**src/rtl/div_clk_monitor.sv**
```systemverilog
`default_nettype none
// ============================================================================
// Module   : div_clk_monitor
// Purpose  : Receive-side checker for a divided clock or slow strobe. Measures
//            rise-to-rise period and high time in clk cycles, compares them
//            with expected values, and reports per-measurement results, lock
//            status, loss of signal and a saturating error count.
// Revision : 1.0 - initial release
// ============================================================================
module div_clk_monitor #(
  parameter int CNT_W      = 8,
  parameter int EXP_PERIOD = 4,
  parameter int EXP_HIGH   = 2,
  parameter int TIMEOUT    = 64,
  parameter int LOCK_N     = 4,
  parameter int SYNC_EN    = 1
) (
  input  logic             clk,
  input  logic             rst,
  input  logic             sig_in,
  output logic             meas_valid,
  output logic [CNT_W-1:0] period_out,
  output logic [CNT_W-1:0] high_out,
  output logic             mismatch,
  output logic             locked,
  output logic             lost,
  output logic [7:0]       err_cnt
);

  localparam int                GOOD_W       = $clog2(LOCK_N + 1);
  localparam logic [CNT_W-1:0]  C_EXP_PERIOD = CNT_W'(EXP_PERIOD);
  localparam logic [CNT_W-1:0]  C_EXP_HIGH   = CNT_W'(EXP_HIGH);
  localparam logic [CNT_W-1:0]  C_TIMEOUT    = CNT_W'(TIMEOUT);
  localparam logic [CNT_W-1:0]  C_CNT_ONE    = CNT_W'(1);
  localparam logic [GOOD_W-1:0] C_LOCK_LAST  = GOOD_W'(LOCK_N - 1);
  localparam logic [GOOD_W-1:0] C_LOCK_N     = GOOD_W'(LOCK_N);
  localparam logic [GOOD_W-1:0] C_GOOD_ONE   = GOOD_W'(1);

  typedef enum logic [1:0] {
    ST_IDLE = 2'd0,
    ST_MEAS = 2'd1,
    ST_LOST = 2'd2
  } state_t;

  state_t            state_q;
  logic              s;
  logic              s_d_q;
  logic              rise;
  logic [CNT_W-1:0]  per_cnt_q;
  logic [CNT_W-1:0]  hi_cnt_q;
  logic [CNT_W-1:0]  cap_per_q;
  logic [CNT_W-1:0]  cap_hi_q;
  logic              meas_pend_q;
  logic              to_pend_q;
  logic [GOOD_W-1:0] good_q;
  logic [CNT_W-1:0]  per_inc_d;
  logic [CNT_W-1:0]  hi_inc_d;
  logic [7:0]        err_inc_d;
  logic              cap_bad_d;

  // Optional two-flop synchroniser in front of the edge detector
  generate
    if (SYNC_EN != 0) begin : g_sync
      logic [1:0] sync_q;
      // Shift sig_in through two flops into the clk domain
      always_ff @(posedge clk or posedge rst) begin
        if (rst) sync_q <= 2'b00;
        else     sync_q <= {sync_q[0], sig_in};
      end
      assign s = sync_q[1];
    end else begin : g_nosync
      assign s = sig_in;
    end
  endgenerate

  // Delayed copy of the sampled input for rising-edge detection
  always_ff @(posedge clk or posedge rst) begin
    if (rst) s_d_q <= 1'b0;
    else     s_d_q <= s;
  end

  assign rise      = s & ~s_d_q;
  assign per_inc_d = (per_cnt_q == '1) ? per_cnt_q : per_cnt_q + C_CNT_ONE;
  assign hi_inc_d  = (hi_cnt_q  == '1) ? hi_cnt_q  : hi_cnt_q  + C_CNT_ONE;
  assign err_inc_d = (err_cnt == 8'hFF) ? err_cnt : err_cnt + 8'd1;
  assign cap_bad_d = (cap_per_q != C_EXP_PERIOD) || (cap_hi_q != C_EXP_HIGH);

  // Measurement FSM: counters, capture, result publication, lock and error tracking.
  // A capture made on a rise cycle is published one cycle later; a timeout seen
  // on a non-rise cycle is likewise reported one cycle later.
  always_ff @(posedge clk or posedge rst) begin
    if (rst) begin
      state_q     <= ST_IDLE;
      per_cnt_q   <= '0;
      hi_cnt_q    <= '0;
      cap_per_q   <= '0;
      cap_hi_q    <= '0;
      meas_pend_q <= 1'b0;
      to_pend_q   <= 1'b0;
      good_q      <= '0;
      meas_valid  <= 1'b0;
      period_out  <= '0;
      high_out    <= '0;
      mismatch    <= 1'b0;
      locked      <= 1'b0;
      lost        <= 1'b0;
      err_cnt     <= 8'd0;
    end else begin
      meas_valid  <= 1'b0;
      meas_pend_q <= 1'b0;
      to_pend_q   <= 1'b0;

      if (meas_pend_q) begin
        meas_valid <= 1'b1;
        period_out <= cap_per_q;
        high_out   <= cap_hi_q;
        mismatch   <= cap_bad_d;
        if (cap_bad_d) begin
          good_q  <= '0;
          locked  <= 1'b0;
          err_cnt <= err_inc_d;
        end else if (good_q >= C_LOCK_LAST) begin
          good_q <= C_LOCK_N;
          locked <= 1'b1;
        end else begin
          good_q <= good_q + C_GOOD_ONE;
        end
      end

      if (to_pend_q) begin
        lost    <= 1'b1;
        locked  <= 1'b0;
        good_q  <= '0;
        err_cnt <= err_inc_d;
      end

      case (state_q)
        ST_IDLE: begin
          if (rise) begin
            state_q   <= ST_MEAS;
            per_cnt_q <= C_CNT_ONE;
            hi_cnt_q  <= C_CNT_ONE;
          end
        end
        ST_MEAS: begin
          if (rise) begin
            cap_per_q   <= per_cnt_q;
            cap_hi_q    <= hi_cnt_q;
            meas_pend_q <= 1'b1;
            per_cnt_q   <= C_CNT_ONE;
            hi_cnt_q    <= C_CNT_ONE;
          end else begin
            if (per_cnt_q == C_TIMEOUT) begin
              state_q   <= ST_LOST;
              to_pend_q <= 1'b1;
            end
            per_cnt_q <= per_inc_d;
            if (s) hi_cnt_q <= hi_inc_d;
          end
        end
        ST_LOST: begin
          // First edge after a loss only re-arms the measurement
          if (rise) begin
            state_q   <= ST_MEAS;
            lost      <= 1'b0;
            per_cnt_q <= C_CNT_ONE;
            hi_cnt_q  <= C_CNT_ONE;
          end
        end
        default: state_q <= ST_IDLE;
      endcase
    end
  end

endmodule
`default_nettype wire
```
**config.mk**
```make
export PLATFORM = sky130hd
export DESIGN_NAME = div_clk_monitor
export DESIGN_NICKNAME = d
export VERILOG_FILES = /design/src/rtl/div_clk_monitor.sv
export SDC_FILE = /design/constraint.sdc
export NUM_CORES = 1
export LEC_CHECK = 0
export CORE_MARGIN = 3
export CORE_UTILIZATION = 39
export CTS_CLUSTER_DIAMETER = 40
export CTS_CLUSTER_SIZE = 14
export DETAILED_ROUTE_END_ITERATION = 10
export GPL_TIMING_DRIVEN = 1
export PLACE_DENSITY = 0.58
export SYNTH_ARGS = -nofsm -noshare
export SYNTH_HDL_FRONTEND = slang
export SYNTH_SLANG_ARGS = --single-unit
```
**constraint.sdc**
```tcl
create_clock -name clk -period 6.8 [get_ports clk]
set_clock_uncertainty 0.2 [all_clocks]
set_input_delay 1.36 -clock clk [delete_from_list [all_inputs] [get_ports clk]]
set_output_delay 1.36 -clock clk [all_outputs]
set_load 0.02 [all_outputs]
```
==> impl_metrics.tcl, run 1 <==
set metrics [dict create \
    vias 2165 \
    initial_core_util_pct 40.5 \
    setup_viol 0 \
    fin_tns_setup_ns 0 \
    p_sw_share_pct 30.6 \
    die_y_um 96.0 \
    grt-ovfl-total 0 \
    h-tree-depth 3 \
    synthToLayoutAreaGrowth_pct 19.5 \
    p_switching_mw 0.401 \
    seq_area_frac_synth_pct 55.4 \
    ios 31 \
    setup_ws_ns 3.78 \
    pwr-share-seq_pct 46.3 \
    firstDrtPassIters 4 \
    cp.arrival_ns 1.46 \
    drv_slew 0 \
    max_freq_mhz 331 \
    numClockSinks 70 \
    fin_crit_sh_pct 44.4 \
    rows 32 \
    cp_max_fo 7 \
    leakage_nw 1.73 \
    path_buf_inv 1 \
    finalHoldViolCount 0 \
    ant_nets 0 \
    ctsHoldBuffers 0 \
    ys_ff_latch 70 \
    rsz0062_at_grt "no" \
    synthDistinctLibCells 49 \
    path_clk_slew_ns 0.07 \
    maxCapViolCount 0 \
    cp.required_ns 5.24 \
    critPathCaptureType "output port" \
    power_frac_clock_pct 30.3 \
    maxSlewHeadroom_pct 41.2 \
    portBuffers 30 \
    avgSynthCellArea_um2 11.7 \
    cts-buffers-inserted 9 \
    syn-instance-count 270 \
    cts_resized 0 \
    dp_hpwl_mm 3.99 \
    diodes 0 \
    ys_warn_count 0 \
    drtIter0Drc 105 \
    dp_slack_ns 4.00 \
    crit_chain "clkdlybuf4s50_1" \
    antenna_found_initial 0 \
    grt_first_pass_wirelength_mm 10.0 \
    crit_slowest_cell "clkdlybuf4s50_1" \
    grt_start_max_net_pins 71 \
    place.gp.congestion 0.749 \
    powerDensity_nw_per_um2 347 \
    max_stage_delay_ns 0.65 \
    core_um2 7810 \
    fp.dieArea_um2 9220 \
    routed_wl_mm 5.96 \
    synth_area_um2 3160 \
    drc 0 \
    cts-root-buf "clkbuf_8" \
    synth_fp_nets 279 \
    status "completed" \
    finalNetCount 310 \
    gr-usage-all-layers_pct 14.2 \
    clock_latency_ns 0.34 \
    drive_gt1_share_pct 19.7 \
    postCtsSetupBuffers 0 \
    p_int_mw 0.909 \
    wl_per_cell_um 14.6 \
    hp-class "reg -> reg" \
    vias_per_cell 5.32 \
    chipWidth_um 96.0 \
    clock_path_buffers 2 \
    path_delay_family "buffers and inverters" \
    rrSetupSlack_ns 4.60 \
    cts_tree "done" \
    irDropWorstVdd_uv 144 \
    fin_crit_ns 3.02 \
    start_kind "register" \
    grt_pass1_vias 2022 \
    combPwrFrac_pct 23.4 \
    crit_type "reg -> out" \
    worst_pin_slew_ns 0.882 \
]
## through the flow
stage               utilization, %  instances  hold slack, ns  power (mW)  cell area, um2
floorplan                        -        270           0.131       0.791            3160
global placement              45.4        392           0.139       0.918            3540
detailed placement            45.4        392           0.146       0.925            3540
CTS                           48.4        407           0.163        1.32            3780
global route                  48.4        407           0.180        1.38            3780
finish                        48.4        407           0.155        1.31            3780
## sequential cells by signal, summed over array words and instances (netlist names)
register,cells
lost,1
g_sync.sync_q,2
period_out,8
per_cnt_q,8
state_q,2
to_pend_q,1
high_out,8
cap_per_q,8
good_q,3
mismatch,1
err_cnt,8
s_d_q,1
cap_hi_q,8
meas_valid,1
hi_cnt_q,8
meas_pend_q,1
locked,1
## cells in the mapped netlist, drive strengths merged
cell / n / area (um2)
and4: 4 / 40.0
nand4: 5 / 46.3
a31oi: 3 / 18.8
a41o: 1 / 10.0
xnor2: 1 / 8.76
nor4b: 2 / 30.0
nand3: 15 / 75.1
xor2: 6 / 52.6
a41oi: 2 / 25.0
buf: 5 / 30.0
a311o: 1 / 10.0
o211ai: 1 / 7.51
nor2b: 2 / 12.5
a31o: 2 / 17.5
mux2: 33 / 372
a221o: 1 / 10.0
o31ai: 2 / 15.0
a211oi: 1 / 7.51
a32oi: 1 / 8.76
o21ai: 18 / 101
o221ai: 1 / 8.76
a32o: 1 / 10.0
inv: 11 / 41.3
and2b: 1 / 7.51
nand2b: 3 / 18.8
o22ai: 1 / 6.26
nor3: 5 / 25.0
nor4: 4 / 25.0
a21o: 3 / 22.5
or4: 2 / 15.0
ha: 6 / 75.1
nor4bb: 1 / 10.0
a21oi: 5 / 25.0
nor2: 17 / 71.3
dfrtp: 70 / 1750
clkbuf: 6 / 25.0
nand2: 21 / 81.3
and3: 2 / 12.5
nor3b: 2 / 15.0
a22oi: 2 / 15.0
## per-layer routing
metal	global-route usage [%]	vias to the layer above	part of all wire, %
li1	-	1043	-
met1	19.7	1061	49
met2	20.6	52	45
met3	4.14	9	4.7
met4	6.16	0	1.5
met5	0	-	0
## cell type report
cell class / instances / area (um2)
Inverter: 11 / 41.3
Multi-Input combinational cell: 178 / 1310
Clock buffer: 9 / 124
Timing Repair Buffer: 31 / 308
Fill cell: 713 / 4030
Clock inverter: 6 / 111
Tap cell: 102 / 128
Sequential cell: 70 / 1750
## power groups by stage
stage / combinational (mW) / clock [mW] / sequential, mW
3_3_place_gp: 0.307 / 0 / 0.610
4_1_cts: 0.313 / 0.406 / 0.606
3_5_place_dp: 0.312 / 0 / 0.613
6_report: 0.307 / 0.397 / 0.606
2_1_floorplan: 0.162 / 0 / 0.629
5_1_grt: 0.339 / 0.423 / 0.622
## logic make-up after synthesis
logic type / share of synthesized area [%]
buffers and inverters: 3.05
DFF: 55.4
xor gates and xnor gates: 1.94
and+or+nand+nor: 15.4
adders and majority gates: 2.38
AOI/OAI and AO/OA: 10.1
muxes: 11.8
## final timing paths
check | startpoint | end | cells after the start
worst max-delay path | err_cnt[2] | err_cnt[2] | 1
worst min-delay path | g_sync.sync_q[0] | g_sync.sync_q[1] | 0
worst max register to register | meas_pend_q | err_cnt[5] | 5
worst min register to register | g_sync.sync_q[0] | g_sync.sync_q[1] | 0
max in group asynchronous | rst | per_cnt_q[0] | 3
min in group asynchronous | rst | err_cnt[5] | 3
## cell usage in the layout, fill, tap and decap left out, types with 2 or more instances in the layout
cell / instances
nor4_1: 4
o31ai_1: 2
nor4b_2: 2
clkbuf_8: 9
and4_1: 2
clkdlybuf4s50_1: 30
a31oi_1: 3
a22oi_1: 2
nand3_1: 15
o21ai_0: 17
or4_1: 2
mux2_2: 32
nand2_1: 20
inv_1: 10
ha_1: 6
nor3b_1: 2
nor3_1: 5
and4_4: 2
bufinv_16: 3
nand2b_1: 3
nor2b_1: 2
a21oi_1: 5
and3_1: 2
nor2_1: 16
dfrtp_1: 70
nand4_1: 4
a31o_2: 2
xor2_1: 6
a21o_1: 3
No activity file was read; power rests on OpenSTA's default activity.
==> run 2: changes to the inputs <==
PLACE_DENSITY = 0.6   (was 0.58)
clock period = 2.7 ns   (was 6.8 ns; I/O delays follow)
==> run 2 against run 1 <==
Net effect: first-iteration DRC count decreased by 10%; total power increased to 2.6 times the previous value; non-clock buffer count increased by 2; design area increased by 1.8%; routed wire length decreased by 0.72%; critical path depth unchanged; global-route usage increased by 0.25 points.
==> impl_metrics.tcl, run 2 (synthesis results as in run 1) <==
set metrics [dict create \
    status "completed" \
    irDropWorstVdd_uv 312 \
    pwr-share-seq_pct 44.5 \
    cts_resized 0 \
    die_y_um 96.0 \
    dp_hpwl_mm 4.21 \
    path_buf_inv 1 \
    p_sw_share_pct 29.7 \
    setup_viol 0 \
    maxCapViolCount 0 \
    routed_wl_mm 5.92 \
    fin_crit_ns 2.22 \
    final_cell_area_um2 3840 \
    critPathCaptureType "output port" \
    crit_chain "clkdlybuf4s50_1" \
    finalNetCount 312 \
    fin_crit_sh_pct 82.1 \
    final_cell_mix "dfrtp_1, mux2_2, clkdlybuf4s50_1" \
    clock_latency_ns 0.35 \
    drv_slew 0 \
    crit_slowest_cell "clkdlybuf4s50_1" \
    cp_max_fo 7 \
    grt_start_max_net_pins 27 \
    vias 2176 \
    cp.required_ns 1.96 \
    cts-buffers-inserted 9 \
    rrSetupSlack_ns 0.66 \
    vias_per_cell 5.31 \
    p_int_mw 2.40 \
    cts_tree "done" \
    setup_ws_ns 0.484 \
    ant_nets 0 \
    numClockSinks 70 \
    wl_per_cell_um 14.4 \
    powerDensity_nw_per_um2 888 \
    path_delay_family "buffers and inverters" \
    diodes 0 \
    leakage_nw 1.76 \
    grt-ovfl-total 0 \
    combPwrFrac_pct 23.2 \
    rows 32 \
    core_um2 7810 \
    final.fill_count 710 \
    final_common_cell "dfrtp_1" \
    chipWidth_um 96.0 \
    portBuffers 30 \
    clock_path_buffers 2 \
    firstDrtPassIters 4 \
    drive_gt1_share_pct 20.1 \
    hp-class "reg -> reg" \
    antenna_found_initial 0 \
    h-tree-depth 3 \
    multi_input_area_um2 1310 \
    hold_slack_ns 0.152 \
    gr-usage-all-layers_pct 14.5 \
    placed_area_um2 3580 \
    place.gp.congestion 0.814 \
    grt_pass1_vias 2124 \
    ios 31 \
    initial_core_util_pct 40.5 \
    max_stage_delay_ns 0.65 \
    fp.dieArea_um2 9220 \
    rsz0062_at_grt "no" \
    drtIter0Drc 94 \
    dp_slack_ns 0.596 \
    power_frac_clock_pct 32.3 \
    crit_type "reg -> out" \
    p_total_mw 3.41 \
    maxSlewHeadroom_pct 62.4 \
    start_kind "register" \
    ctsHoldBuffers 0 \
    finalHoldViolCount 0 \
    fin_tns_setup_ns 0 \
    max_freq_mhz 451 \
    seq_area_um2 1750 \
    postCtsSetupBuffers 0 \
    synthToLayoutAreaGrowth_pct 21.6 \
    grt_first_pass_wirelength_mm 10.3 \
    p_switching_mw 1.01 \
    drc 0 \
    worst_pin_slew_ns 0.563 \
    path_clk_slew_ns 0.08 \
    cp.arrival_ns 1.48 \
    cts-root-buf "clkbuf_8" \
]
run 2: metrics by stage:
stage | cells | utilization, %
2_1_floorplan | 270 | -
3_3_place_gp | 394 | 45.9
3_5_place_dp | 394 | 45.9
4_1_cts | 410 | 49.2
5_1_grt | 410 | 49.2
6_report | 410 | 49.2
run 2: power by group through the flow:
stage | clock, mW | sequential (mW) | combinational [mW]
after floorplan | 0 | 1.59 | 0.408
after global placement | 0 | 1.53 | 0.797
after detailed placement | 0 | 1.54 | 0.802
after CTS | 1.12 | 1.52 | 0.805
after global routing | 1.16 | 1.56 | 0.879
final | 1.10 | 1.52 | 0.792
run 2: path summary, 6_finish.rpt:
path                             startpoint               end  cells past startpoint
min                        g_sync.sync_q[0]  g_sync.sync_q[1]                      0
min in group asynchronous               rst       hi_cnt_q[0]                      2
max reg2reg                           s_d_q       cap_hi_q[2]                      3
max                              err_cnt[2]        err_cnt[2]                      1
max in group asynchronous               rst     period_out[6]                      3
min reg2reg                g_sync.sync_q[0]  g_sync.sync_q[1]                      0
run 2: final cells by class:
class	count	area share, %
Clock inverter	6	3.48
Inverter	11	1.07
Tap cell	102	3.32
Sequential cell	70	45.6
Clock buffer	10	3.32
Timing Repair Buffer	33	9.05
Multi-Input combinational cell	178	34.2
run 2: routing by layer:
layer,up-vias,wire length [um],global-route usage (%)
met2,34,2640,21.5
met1,1081,2980,20.4
met5,-,0,0
met3,12,201,2.81
li1,1049,-,-
met4,0,104,6.64
